### config.mk
export PLATFORM = sky130hd
export DESIGN_NAME = seven_seg_scan_ctrl_flat
export DESIGN_NICKNAME = d
export VERILOG_FILES = /design/src/rtl/seven_seg_scan_ctrl_if.sv /design/src/rtl/seven_seg_scan_ctrl.sv /design/src/flat_wrapper.sv
export SDC_FILE = /design/constraint.sdc
export NUM_CORES = 1
export LEC_CHECK = 0
export ABC_AREA = 1
export BUFFER_PORTS_ARGS = -buffer_cell sky130_fd_sc_hd__buf_2
export CAP_MARGIN = 30
export CORE_ASPECT_RATIO = 1.4
export CORE_MARGIN = 2
export CORE_UTILIZATION = 35
export DETAILED_ROUTE_END_ITERATION = 7
export GPL_ROUTABILITY_DRIVEN = 0
export PLACE_DENSITY = 0.54
export SETUP_SLACK_MARGIN = 0.3
export SLEW_MARGIN = 40
export SYNTH_ARGS = -nofsm -noshare
export SYNTH_HDL_FRONTEND = slang
export SYNTH_SLANG_ARGS = --single-unit
export TNS_END_PERCENT = 20
### constraint.sdc
create_clock -name clk -period 1.9 [get_ports clk]
set_input_delay 0.475 -clock clk [delete_from_list [all_inputs] [get_ports clk]]
set_output_delay 0.475 -clock clk [all_outputs]
set_load 0.05 [all_outputs]
### src/rtl/seven_seg_scan_ctrl_if.sv
// Load handshake bundle for the seven-segment scan controller.
// The master side (system or bench) offers a packed BCD value on load_data.
// It raises load_req to offer it. The slave (the controller) answers with a one-cycle load_ack.
interface seven_seg_scan_ctrl_if #(
    parameter int NUM_DIGITS = 4
);
    logic                    load_req;
    logic [4*NUM_DIGITS-1:0] load_data;
    logic                    load_ack;

    modport master (
        output load_req,
        output load_data,
        input  load_ack
    );

    modport slave (
        input  load_req,
        input  load_data,
        output load_ack
    );
endinterface

### src/rtl/seven_seg_scan_ctrl.sv
// Time-multiplexed scan controller for an N-digit common-anode seven-segment display.
// Each digit slot lasts REFRESH_DIV cycles and starts with BLANK_CYCLES of all-off
// enables to stop ghosting. digit_bcd feeds an external BCD-to-segment decoder.
// A loaded value waits in a pending register. It becomes the displayed value only at a
// frame wrap or while the display is off, so a frame never mixes two values.
// Every output is registered, so the outputs show the state entered on the last edge.
// frame_done is therefore high during the first blank cycle of the new frame.
module seven_seg_scan_ctrl #(
    parameter int NUM_DIGITS   = 4,
    parameter int REFRESH_DIV  = 50000,
    parameter int BLANK_CYCLES = 16
) (
    input  logic                      clk,
    input  logic                      rst,
    input  logic                      en,
    input  logic                      lzb,
    seven_seg_scan_ctrl_if.slave      load_bus,
    output logic [3:0]                digit_bcd,
    output logic [NUM_DIGITS-1:0]     digit_en,
    output logic                      frame_done
);

    localparam int CW = (REFRESH_DIV > 1) ? $clog2(REFRESH_DIV) : 1;
    localparam int IW = $clog2(NUM_DIGITS);
    localparam int VW = 4 * NUM_DIGITS;

    localparam logic [CW-1:0] CNT_LAST   = CW'(REFRESH_DIV - 1);
    localparam logic [CW-1:0] BLANK_LAST = CW'(BLANK_CYCLES - 1);
    localparam logic [IW-1:0] IDX_LAST   = IW'(NUM_DIGITS - 1);

    typedef enum logic [1:0] {
        OFF   = 2'd0,
        BLANK = 2'd1,
        SHOW  = 2'd2
    } state_t;

    state_t          state;
    logic [CW-1:0]   cnt;
    logic [IW-1:0]   idx;
    logic [VW-1:0]   active;
    logic [VW-1:0]   pending;
    logic            pending_valid;

    logic            frame_wrap;
    logic            commit;
    logic [VW-1:0]   active_nx;
    logic [IW-1:0]   idx_nx;
    logic [NUM_DIGITS-1:0] show_mask;

    // Extract the BCD nibble of digit i from a packed value.
    function automatic logic [3:0] nibble(input logic [VW-1:0] value, input int i);
        return value[4*i +: 4];
    endfunction

    // A digit is lit unless it has no decoder pattern (>9), or it is a blanked leading zero.
    // Digit 0 is never blanked as a leading zero, so a zero value still shows "0".
    function automatic logic digit_visible(input logic [VW-1:0] value, input int i,
                                           input logic blank_lz);
        logic upper_zero;
        upper_zero = 1'b1;
        for (int j = 0; j < NUM_DIGITS; j++) begin
            if (j >= i && value[4*j +: 4] != 4'd0) begin
                upper_zero = 1'b0;
            end
        end
        if (value[4*i +: 4] > 4'd9) begin
            return 1'b0;
        end
        return !(blank_lz && i != 0 && upper_zero);
    endfunction

    // Work out frame wrap, the commit point, the value shown next and the next digit's enable.
    always_comb begin
        frame_wrap = en && (state == SHOW) && (cnt == CNT_LAST) && (idx == IDX_LAST);
        commit     = (state == OFF) || frame_wrap;
        active_nx  = (commit && pending_valid) ? pending : active;
        idx_nx     = (idx == IDX_LAST) ? '0 : idx + IW'(1);
        show_mask  = digit_visible(active_nx, int'(idx), lzb)
                     ? (NUM_DIGITS'(1) << idx) : '0;
    end

    // Capture load requests into the pending register and acknowledge them one cycle later.
    // A load on a commit edge wins over the clear, so the new data stays pending.
    always_ff @(posedge clk or posedge rst) begin
        if (rst) begin
            pending           <= '0;
            pending_valid     <= 1'b0;
            load_bus.load_ack <= 1'b0;
        end else begin
            load_bus.load_ack <= load_bus.load_req;
            if (load_bus.load_req) begin
                pending       <= load_bus.load_data;
                pending_valid <= 1'b1;
            end else if (commit) begin
                pending_valid <= 1'b0;
            end
        end
    end

    // Scan FSM: step through the blank and show phases of each digit slot and drive the registered display outputs.
    always_ff @(posedge clk or posedge rst) begin
        if (rst) begin
            state      <= OFF;
            cnt        <= '0;
            idx        <= '0;
            active     <= '0;
            digit_en   <= '0;
            digit_bcd  <= 4'd0;
            frame_done <= 1'b0;
        end else begin
            active     <= active_nx;
            frame_done <= 1'b0;
            digit_en   <= '0;
            if (!en) begin
                state     <= OFF;
                cnt       <= '0;
                idx       <= '0;
                digit_bcd <= 4'd0;
            end else begin
                case (state)
                    OFF: begin
                        state     <= BLANK;
                        cnt       <= '0;
                        idx       <= '0;
                        digit_bcd <= nibble(active_nx, 0);
                    end
                    BLANK: begin
                        cnt       <= cnt + CW'(1);
                        digit_bcd <= nibble(active_nx, int'(idx));
                        if (cnt == BLANK_LAST) begin
                            state    <= SHOW;
                            digit_en <= show_mask;
                        end
                    end
                    SHOW: begin
                        if (cnt == CNT_LAST) begin
                            state      <= BLANK;
                            cnt        <= '0;
                            idx        <= idx_nx;
                            frame_done <= frame_wrap;
                            digit_bcd  <= nibble(active_nx, int'(idx_nx));
                        end else begin
                            cnt       <= cnt + CW'(1);
                            digit_en  <= show_mask;
                            digit_bcd <= nibble(active_nx, int'(idx));
                        end
                    end
                    default: begin
                        state     <= OFF;
                        cnt       <= '0;
                        idx       <= '0;
                        digit_bcd <= 4'd0;
                    end
                endcase
            end
        end
    end

endmodule
### src/flat_wrapper.sv
// flat-port wrapper written by rule: the top's interface ports become plain ports
module seven_seg_scan_ctrl_flat 
#(
    parameter int NUM_DIGITS   = 4,
    parameter int REFRESH_DIV  = 50000,
    parameter int BLANK_CYCLES = 16
)
  (clk, rst, en, lzb, digit_bcd, digit_en, frame_done, load_bus_load_req, load_bus_load_data, load_bus_load_ack);
  seven_seg_scan_ctrl_if #(.NUM_DIGITS(NUM_DIGITS)) load_bus_i ();
  input  logic clk;
  input  logic rst;
  input  logic en;
  input  logic lzb;
  output logic [3:0] digit_bcd;
  output logic [NUM_DIGITS-1:0] digit_en;
  output logic frame_done;
  input wire logic [$bits(load_bus_i.load_req)-1:0] load_bus_load_req;
  input wire logic [$bits(load_bus_i.load_data)-1:0] load_bus_load_data;
  output wire logic [$bits(load_bus_i.load_ack)-1:0] load_bus_load_ack;
  assign load_bus_i.load_req = load_bus_load_req;
  assign load_bus_i.load_data = load_bus_load_data;
  assign load_bus_load_ack = load_bus_i.load_ack;
  seven_seg_scan_ctrl #(.NUM_DIGITS(NUM_DIGITS), .REFRESH_DIV(REFRESH_DIV), .BLANK_CYCLES(BLANK_CYCLES)) u_core (.clk(clk), .rst(rst), .en(en), .lzb(lzb), .load_bus(load_bus_i), .digit_bcd(digit_bcd), .digit_en(digit_en), .frame_done(frame_done));
endmodule
### Yosys cells after proc, flatten, opt, wreduce, memory -nomap -nowiden

Cells that the tools add are included.

* add/subtract/negate cells: 2
* $lt $le $gt $ge: 4
* equality and inequality tests: 8
* shift-type cells: 3
* muxes and demuxes: 32
* reductions and logical operators: 20

Operator list (number)
* two-way mux 16 bit: 3
* one-hot mux 16 bit (2 select lines): 1
* variable part select 16 x 5 -> 4 bit: 2
* two-way mux 4 bit: 6
* adder 16 x 1 -> 16 bit (second input constant): 1
* == test 16 bit (second input constant): 1
* == test 16 x 4 -> 1 bit (second input constant): 1
* nonzero test 4 bit: 4
* two-way mux 1 bit: 12
* two-way mux 2 bit: 6
* one-hot mux 4 bit (3 select lines): 1
* logical AND 1 bit: 9
* one-hot mux 4 bit (2 select lines): 1
* one-hot mux 2 bit (3 select lines): 1
* == test 2 bit (second input constant): 2
* greater-or-equal comparator 1 x 2 -> 1 bit (first input constant): 2
* > comparator 4 bit (second input constant): 1
* one-hot mux 2 bit (2 select lines): 1
* AND reduction 2 bit: 2
* nonzero test 2 bit: 2
* left shift 1 x 2 -> 4 bit (first input constant): 1
* inequality test 3 x 2 -> 1 bit (second input constant): 1
* inequality test 3 bit (second input constant): 1
* adder 2 x 1 -> 2 bit (second input constant): 1
* 6 further kinds: 6

* flip-flop bits (word level): 63
* bits of input ports: 21
* output and inout bits: 10
* word-level logic and storage cells: 79

### Longest topological paths before layout

Gate-level depths: netlist of the first run.

* depth after elaboration: 20
* gate-level depth with buffers: 18
* mapped depth without buffers: 16

### Worst setup path after synthesis of the first run

Ideal clock, no wire load.

* path type: reg-to-reg
* from: reg u_core.state[0]
* to: reg u_core.digit_en[0]
* setup time: 0.116 ns
* arrival time: 1.775 ns
* data required time: 1.784 ns
* slack: 0.009 ns
* cell stages (with the launch flop): 16
* buffers on the path: 1
* clock period less this slack: 1.891 ns
* cell sequence: dfrtp_1 > inv_1 > ha_1 > nand2_1 > nor2_1 > nand3_2 > nand2_2 > nand2_2 > buf_6 > nand2_1 > and2_1 > nand2_1 > nor2_1 > nand3_1 > nand2_2 > nor2_1

* word-level cells in the longest chain between the ends: 20
* elaborated cells on any way between the ends: 31
* those cells by class: 1 x order compare; 2 x eq/ne; 1 x shift; 12 x mux; 15 x reduce/logical

Ends and longest elaborated chain
* start: declaration: line seven_seg_scan_ctrl.sv:37 `state_t state;`
* start signal: assignment: line seven_seg_scan_ctrl.sv:103 `state <= OFF;`
* start signal: assignment: line seven_seg_scan_ctrl.sv:115 `state <= OFF;`
* start signal: assignment: line seven_seg_scan_ctrl.sv:122 `state <= BLANK;`
* parallel branches: the longest is 18 deep, another holds > comparator 4 bit
* one-hot mux 4 bit (2 select lines) (*): line seven_seg_scan_ctrl.sv:120 `case (state)`
* two-way mux 4 bit (*): line seven_seg_scan_ctrl.sv:114 `if (!en) begin`
* end signal: assignment: line seven_seg_scan_ctrl.sv:132 `digit_en <= show_mask;`
* end signal: assignment: line seven_seg_scan_ctrl.sv:144 `digit_en <= show_mask;`
* end: declaration: line seven_seg_scan_ctrl.sv:19 `output logic [NUM_DIGITS-1:0] digit_en,`

Every way passes the cells marked *.
A chain may end at the register's enable or synchronous reset.

### Worst setup path after layout of the first run

Ends and elaborated chain as after synthesis.

==> results.md, run 1 <==
* IO Pins at 31
* Starting Density at 0.357
* Slew @ Worst Pin at ~0.48 ns
* Drt wl/cell at roughly 15 um
* CTS Buffer Depth at 2
* Initial antenna violation count at 0
* Mean Syn Cell Area at approximately 8.0 sq um
* Final Hold Viols at 0
* Die height at 120 um
* Setup TNS at -0.599 ns
* Max_slew headroom at 0.680
* IO buf count at 30
* Sequential Power Share at 0.254
* Crit-path max FO at 10
* CTS buffer count at 9
* CTS tree: yes
* Final setup vio count at 9
* Tot GR Track Use at 0.199
* Clock sink count at 63
* Logic pwr share at 0.507
* Most frequent cells after synthesis: nand2_1, nand3_1, dfrtp_1, inv_1, nor2_1
* Clock Power Share at 0.239
* Register area share after synthesis at 0.470
* Final min period at about 2.0 ns
* Maximum vdd drop at between 0.6 and 0.7 mV
* Detailed Route Iter0 Violations at 261
* Crit Path Class: reg -> reg
* YS warnings at 0
* H-Tree Depth at 3
* Drt via density at 5.07
* DRT antenna net count at 0
* ANT cells at 0
* Final-stage net count at ~560
* Via Count at between 3000 and 4000
* Final worst setup slack at -0.119 ns
* Internal power at 4290 uW
* Clk_lat worst skew at between 0.3 and 0.4 ns
* Post-synth top area cell: dfrtp_1
* Cell leakage power at between 0.002 and 0.003 uW
* Clock slew at reported path FFs at 0.05 ns
* Post-synth top area share at 0.470
* CORE AREA at between 9000 and 10000 sq um
* Worst Setup End Kind: flop
* Fraction of layout cells with a size suffix above 1 at 0.473
* Fmax at slightly below 500 MHz
* WHS at around 0.23 ns
* Period utilization at 1.06
* GRT Residual Overflow at 0
* First-pass GRT wire length at around 16000 um
* Run status: finished, violations left
* Switch share at 0.390
* Mapped Nets at 448
* DP Cell Count at about 600
* Post-route insts no fill at roughly 640
* # rows at between 40 and 50
* Failing checks: negative setup slack
* Hold buffer count at CTS at 0
* Die ar. at 10400 sq um
* Cell Area, Synth at approximately 3400 sq um
* Startpoint Class: flop
* Unrepaired setup endpoints after global routing: yes
* Vias in the first global route at between 3000 and 4000
* Final Max Tran Viols at 0
* Worst reg2reg path depth at 15
* #FFs+latches synth at 63
* Distinct cell type count after synthesis at 34
* Place WS at -0.203 ns
* Die Span X at between 80 and 90 um
* Post-synth EDFFs at 0
* P per Cell Area at about 1400 nW/um^2
* Tot Pwr at between 7000 and 8000 uW
* Drc violations at 0
* Max-cap violations at 0
* Clock root buffer: clkbuf_16
* Synth area leaders: dfrtp_1, nand3_1, nand2_1, inv_1, nor2_1
* Drt total wl at approximately 9600 um
* Top-count cell post-synth: nand2_1
* Largest net degree at the start of global routing at between 60 and 70
* P&R area growth vs syn at 51.4%
* Synth Instances at about 420
* Asr flop ratio synth at 1.00
* Clock skew at approximately 0.0033 ns
* First-pass DRT Iterations at 4
* Ys flop type: dfrtp_1
* Data arrival time of the worst path at between 2 and 2.5 ns
* Final HPWL DP at 6620 um
* Worst EP required at roughly 2.1 ns
* NetSw at between 2000 and 3000 uW
* Class of the worst hold path: in -> async
## what timing repair did
action,in CTS,in global routing
cloned,2,1
pin swaps,42,39
gates resized for setup,81,65
setup buffers,11,2
endpoints found under the setup margin,39,44
## area by class of cell
type / count / area, sq um
Multi-Input combinational cell: 287 / 1960
Clock inverter: 3 / 40.0
Clock buffer: 13 / 270
Fill cell: 853 / 4330
Sequential cell: 63 / 1580
Timing Repair Buffer: 109 / 861
Inverter: 55 / 220
Tap cell: 110 / 138
Timing Repair inverter: 1 / 8.76
## cells in the final DEF, fill, tap and decap left out, drive strengths merged, types with 2 or more instances in the layout
master	netlist	routed
o21ai	13	13
ha	10	10
nor3	7	7
mux2	9	9
a31o	2	2
nor4	2	2
clkbuf	6	14
nor2	39	39
a21oi	5	5
buf	6	108
and3	2	2
clkinv	2	4
o22ai	2	2
nand2	101	101
nand4	3	3
inv	53	53
nand3	80	80
a31oi	2	2
and2	2	2
dfrtp	63	63
xnor2	3	3
## critical path, stage by stage, from the launching register on
cell,delay (ns)
dfrtp_1,0.38
inv_2,0.09
ha_4,0.15
nand2_4,0.05
nor2_4,0.09
nand3_2,0.12
nand2_4,0.12
buf_12,0.11
buf_16,0.12
nand3_2,0.08
nand2_2,0.10
nand3_2,0.10
nor2_2,0.12
nand3_2,0.09
nand2_4,0.12
nor2_1,0.05
## sequential cells by signal, summed over array words and instances, names as in the netlist
signal                    cells
u_core.state                  2
u_core.active                16
u_core.pending_valid          1
u_core.load_bus.load_ack      1
u_core.digit_en               4
u_core.cnt                   16
u_core.frame_done             1
u_core.pending               16
u_core.digit_bcd              4
u_core.idx                    2
## per-stage QoR
| stage | area [sq um] | utilization |
|---|---|---|
| 2_1_floorplan | 3360 | - |
| 3_3_place_gp | 4090 | 0.435 |
| 3_5_place_dp | 4090 | 0.435 |
| 4_1_cts | 4810 | 0.511 |
| 5_1_grt | 5080 | 0.540 |
| 6_report | 5080 | 0.540 |
## logic make-up (layout without fill, tap and decap cells)
kind of cell | Yosys count | in the layout | share of synthesized area
AO/OA/AOI/OAI | 26 | 26 | 0.0451
buffers and inverters | 67 | 181 | 0.0824
multiplexers | 9 | 9 | 0.0302
AND/OR/NAND/NOR | 238 | 238 | 0.325
adder cells (fa/ha/maj) | 10 | 10 | 0.0373
XOR/XNOR | 4 | 4 | 0.0104
flip-flops | 63 | 63 | 0.470
## power by group through the flow
stage	registers, uW	clock network, uW	logic, uW
2_1_floorplan	1890	0	1490
3_3_place_gp	1750	0	2510
3_5_place_dp	1760	0	2530
4_1_cts	1760	1710	3140
5_1_grt	1820	1790	3890
6_report	1790	1680	3570
## path summary, 6_finish.rpt
check                                             from                  to  slack, ns
worst min-delay path                               rst      u_core.cnt[13]       0.23
max in group asynchronous                          rst    u_core.active[1]       1.38
worst max-delay path                   u_core.state[0]  u_core.digit_en[0]      -0.12
worst max register to register         u_core.state[0]  u_core.digit_en[0]      -0.12
min in group clk                load_bus_load_data[14]  u_core.pending[14]       0.36
worst min register to register      u_core.pending[11]  u_core.pending[11]       0.52
## per-layer routing
layer  wire length, um  GRT usage  up-vias
li1                  -          -     1573
met1              3660      0.222     1575
met2              5150      0.339       72
met3               330     0.0488       33
met4               462      0.113        0
met5                 0          0        -
Power figures use the tool's default switching activity.
==> run 2: changes to the inputs <==
ABC_AREA = 0   (was 1)
PLACE_DENSITY = 0.53   (was 0.54)
==> run 2 against run 1 <==
The flow still finishes with violations (negative setup slack). Power fell by 6.1%. Global-route usage is 0.65 points lower. Hold slack worse by 0.039 ns. Final area down 3.7%. Die area is 3.5% higher. Area after synthesis rose by 3.7%. Maximum frequency down 2.9%. Critical path type unchanged. Critical endpoint is now u_core.digit_bcd[1]. Largest cell class unchanged.
==> results.md, run 2 <==
* Run status: finished, violations left
* Failing checks: negative setup slack
* DP Cell Count at just over 500
* Clock slew at reported path FFs at about 0.050 ns
* Critical R2R Launch: u_core.cnt[5]
* Post-synth top area share at 0.453
* Register area at roughly 1600 sq um
* Drt total wl at 9340 um
* Mapped Nets at roughly 330
* Die height at 122 um
* Synth Instances at 300
* Post-synth top area cell: dfrtp_1
* Worst Setup End Kind: flop
* Register area share after synthesis at 0.453
* Drt wl/cell at approximately 17 um
* Max stage delay on crit path at around 0.4 ns
* WL met2 at ~4700 um
* #FFs+latches synth at 63
* Worst EP required at 2.11 ns
* Crit path max-delay family: compound AO/OA/AOI/OAI gates
* Final Max Tran Viols at 0
* Unrepaired setup endpoints after global routing: yes
* Synth area leaders: dfrtp_1, mux2_2, mux4_2, ha_1, mux2i_1
* Die ar. at 10800 sq um
* Place WS at -0.270 ns
* Clock skew at approximately 0.0046 ns
* Met1 WL at 3970 um
* Fillers at 890
* IO Pins at 31
* DRT antenna net count at 0
* Max-cap violations at 0
* Drt via density at between 5 and 6
* Max_slew headroom at 0.708
* Tot GR Track Use at 0.192
* Via Count at roughly 2800
* Fmax at a little under 500 MHz
* CORE AREA at between 9000 and 10000 sq um
* First-pass GRT wire length at 15400 um
* Vias in the first global route at 2928
* # rows at 43
* YS warnings at 0
* Crit-path max FO at 8
* Clock sink count at 63
* Cell Area, Synth at around 3500 sq um
* ANT cells at 0
* Class of the worst hold path: in -> async
* Reg2Reg Setup Slack at -0.18 ns
* Detailed Route Iter0 Violations at between 150 and 200
* Starting Density at 0.355
* Slew @ Worst Pin at roughly 0.44 ns
* Startpoint Class: flop
* Data arrival time of the worst path at roughly 2.3 ns
* Period utilization at 1.09
* Hold buffer count at CTS at 0
* Most frequent cells after synthesis: dfrtp_1, mux2_2, nor2_1, nand2_1, nand3_1
* Fraction of layout cells with a size suffix above 1 at 0.485
* Final Hold Viols at 0
* Largest net degree at the start of global routing at between 60 and 70
* Top-count cell post-synth: dfrtp_1
* Commonest non-fill, non-tap cell in the layout: buf_4
* Crit Path Class: reg -> reg
* Die Span X at slightly below 90 um
* Mean Syn Cell Area at 11.6 sq um
* Cell leakage power at ~0.0021 uW
* Distinct cell type count after synthesis at 53
* Clock root buffer: clkbuf_16
* Setup TNS at -2.30 ns
* Highest routing layer actually used: met4
* Initial antenna violation count at 0
* Final worst setup slack at -0.178 ns
* Metal3 WL at 382 um
* Crit-path slowest cell: dfrtp_1
* Post-synth EDFFs at 0
* Final setup vio count at 19
* Critical-path cell list: nor4_4 -> nand3_4 -> o31ai_4 -> buf_6 -> buf_16 -> mux4_2 -> a22oi_2 -> o22ai_1
* CTS Buffer Depth at 2
* Final HPWL DP at 6690 um
* Post-route insts no fill at between 500 and 600
* Ys flop type: dfrtp_1
* Maximum vdd drop at approximately 0.46 mV
* R2r endpoint: u_core.digit_bcd[1]
* P&R area growth vs syn at 40.6%
* Final min period at roughly 2.1 ns
* Final-stage net count at 434
* First-pass DRT Iterations at 4
* GRT Residual Overflow at 0
* Worst reg2reg path depth at 8
* Tot Pwr at about 6600 uW
* P per Cell Area at approximately 1400 nW/um^2
* Drc violations at 0
* Asr flop ratio synth at 1.00
* CTS tree: yes
* CTS buffer count at 9
* H-Tree Depth at 3
* Clk_lat worst skew at about 0.34 ns
* Buf/Inv on CP at 2
* Largest regs: u_core.active (16), u_core.cnt (16), u_core.pending (16)
* IO buf count at 30
* Commonest non-fill, non-tap cells in the layout: buf_4, dfrtp_1, mux2_2
* Area of the multi-input gates at between 1500 and 2000 sq um
## run 2: how the worst max path moves through the flow
stage | from | end | cells past startpoint
2_1_floorplan | u_core.cnt[12] | u_core.digit_bcd[1] | 7
3_3_place_gp | u_core.cnt[12] | u_core.digit_en[3] | 7
3_5_place_dp | u_core.cnt[12] | u_core.digit_en[3] | 7
4_1_cts | u_core.cnt[5] | u_core.digit_bcd[1] | 8
5_1_grt | u_core.state[0] | u_core.digit_bcd[0] | 10
6_report | u_core.cnt[5] | u_core.digit_bcd[1] | 8
## run 2: layout make-up
class	count	share of cell area
Clock buffer	11	0.0517
Clock inverter	5	0.0212
Inverter	9	0.00768
Multi-Input combinational cell	213	0.401
Sequential cell	63	0.323
Tap cell	135	0.0346
Timing Repair Buffer	107	0.162
## run 2: logic make-up (layout without fill, tap and decap cells)
logic type                 count (synthesis)  in the layout  synth area share
and+or+nand+nor                           97             97             0.149
DFF                                       63             63             0.453
muxes                                     54             54             0.204
AOI/OAI and AO/OA                         38             38            0.0903
buffers and inverters                     24            132            0.0324
xor gates and xnor gates                  14             14            0.0353
adders and majority gates                 10             10            0.0360
## run 2: metal layers
layer / vias up / track usage
met4: 0 / 0.104
li1: 1322 / -
met3: 24 / 0.0454
met5: - / 0
met2: 73 / 0.300
met1: 1411 / 0.244
## run 2: power breakdown
group          internal, uW  leakage (uW)  switching, uW  total, uW
Sequential             1620      0.000797            206       1830
Clock                  1350      0.000176            603       1950
Combinational          1510       0.00112           1320       2830
## run 2: tightest hold or removal path: stages
cell and delay (ns):
buf_2 0.11, clkinvlp_4 0.07, buf_12 0.27
## run 2: what timing repair did
item                       4_1_cts  5_1_grt
cloned                           1        0
pin swaps                        6        1
gates resized for setup         29        4
buffers inserted                 6        1
setup endpoints to repair       46       46
## run 2: through the flow
| step | hold slack, ns | utilization | area [sq um] |
|---|---|---|---|
| 5_1_grt | 0.249 | 0.499 | 4890 |
| 3_3_place_gp | 0.508 | 0.439 | 4300 |
| 2_1_floorplan | 0.425 | - | 3510 |
| 3_5_place_dp | 0.530 | 0.439 | 4300 |
| 6_report | 0.196 | 0.499 | 4890 |
| 4_1_cts | 0.230 | 0.496 | 4860 |
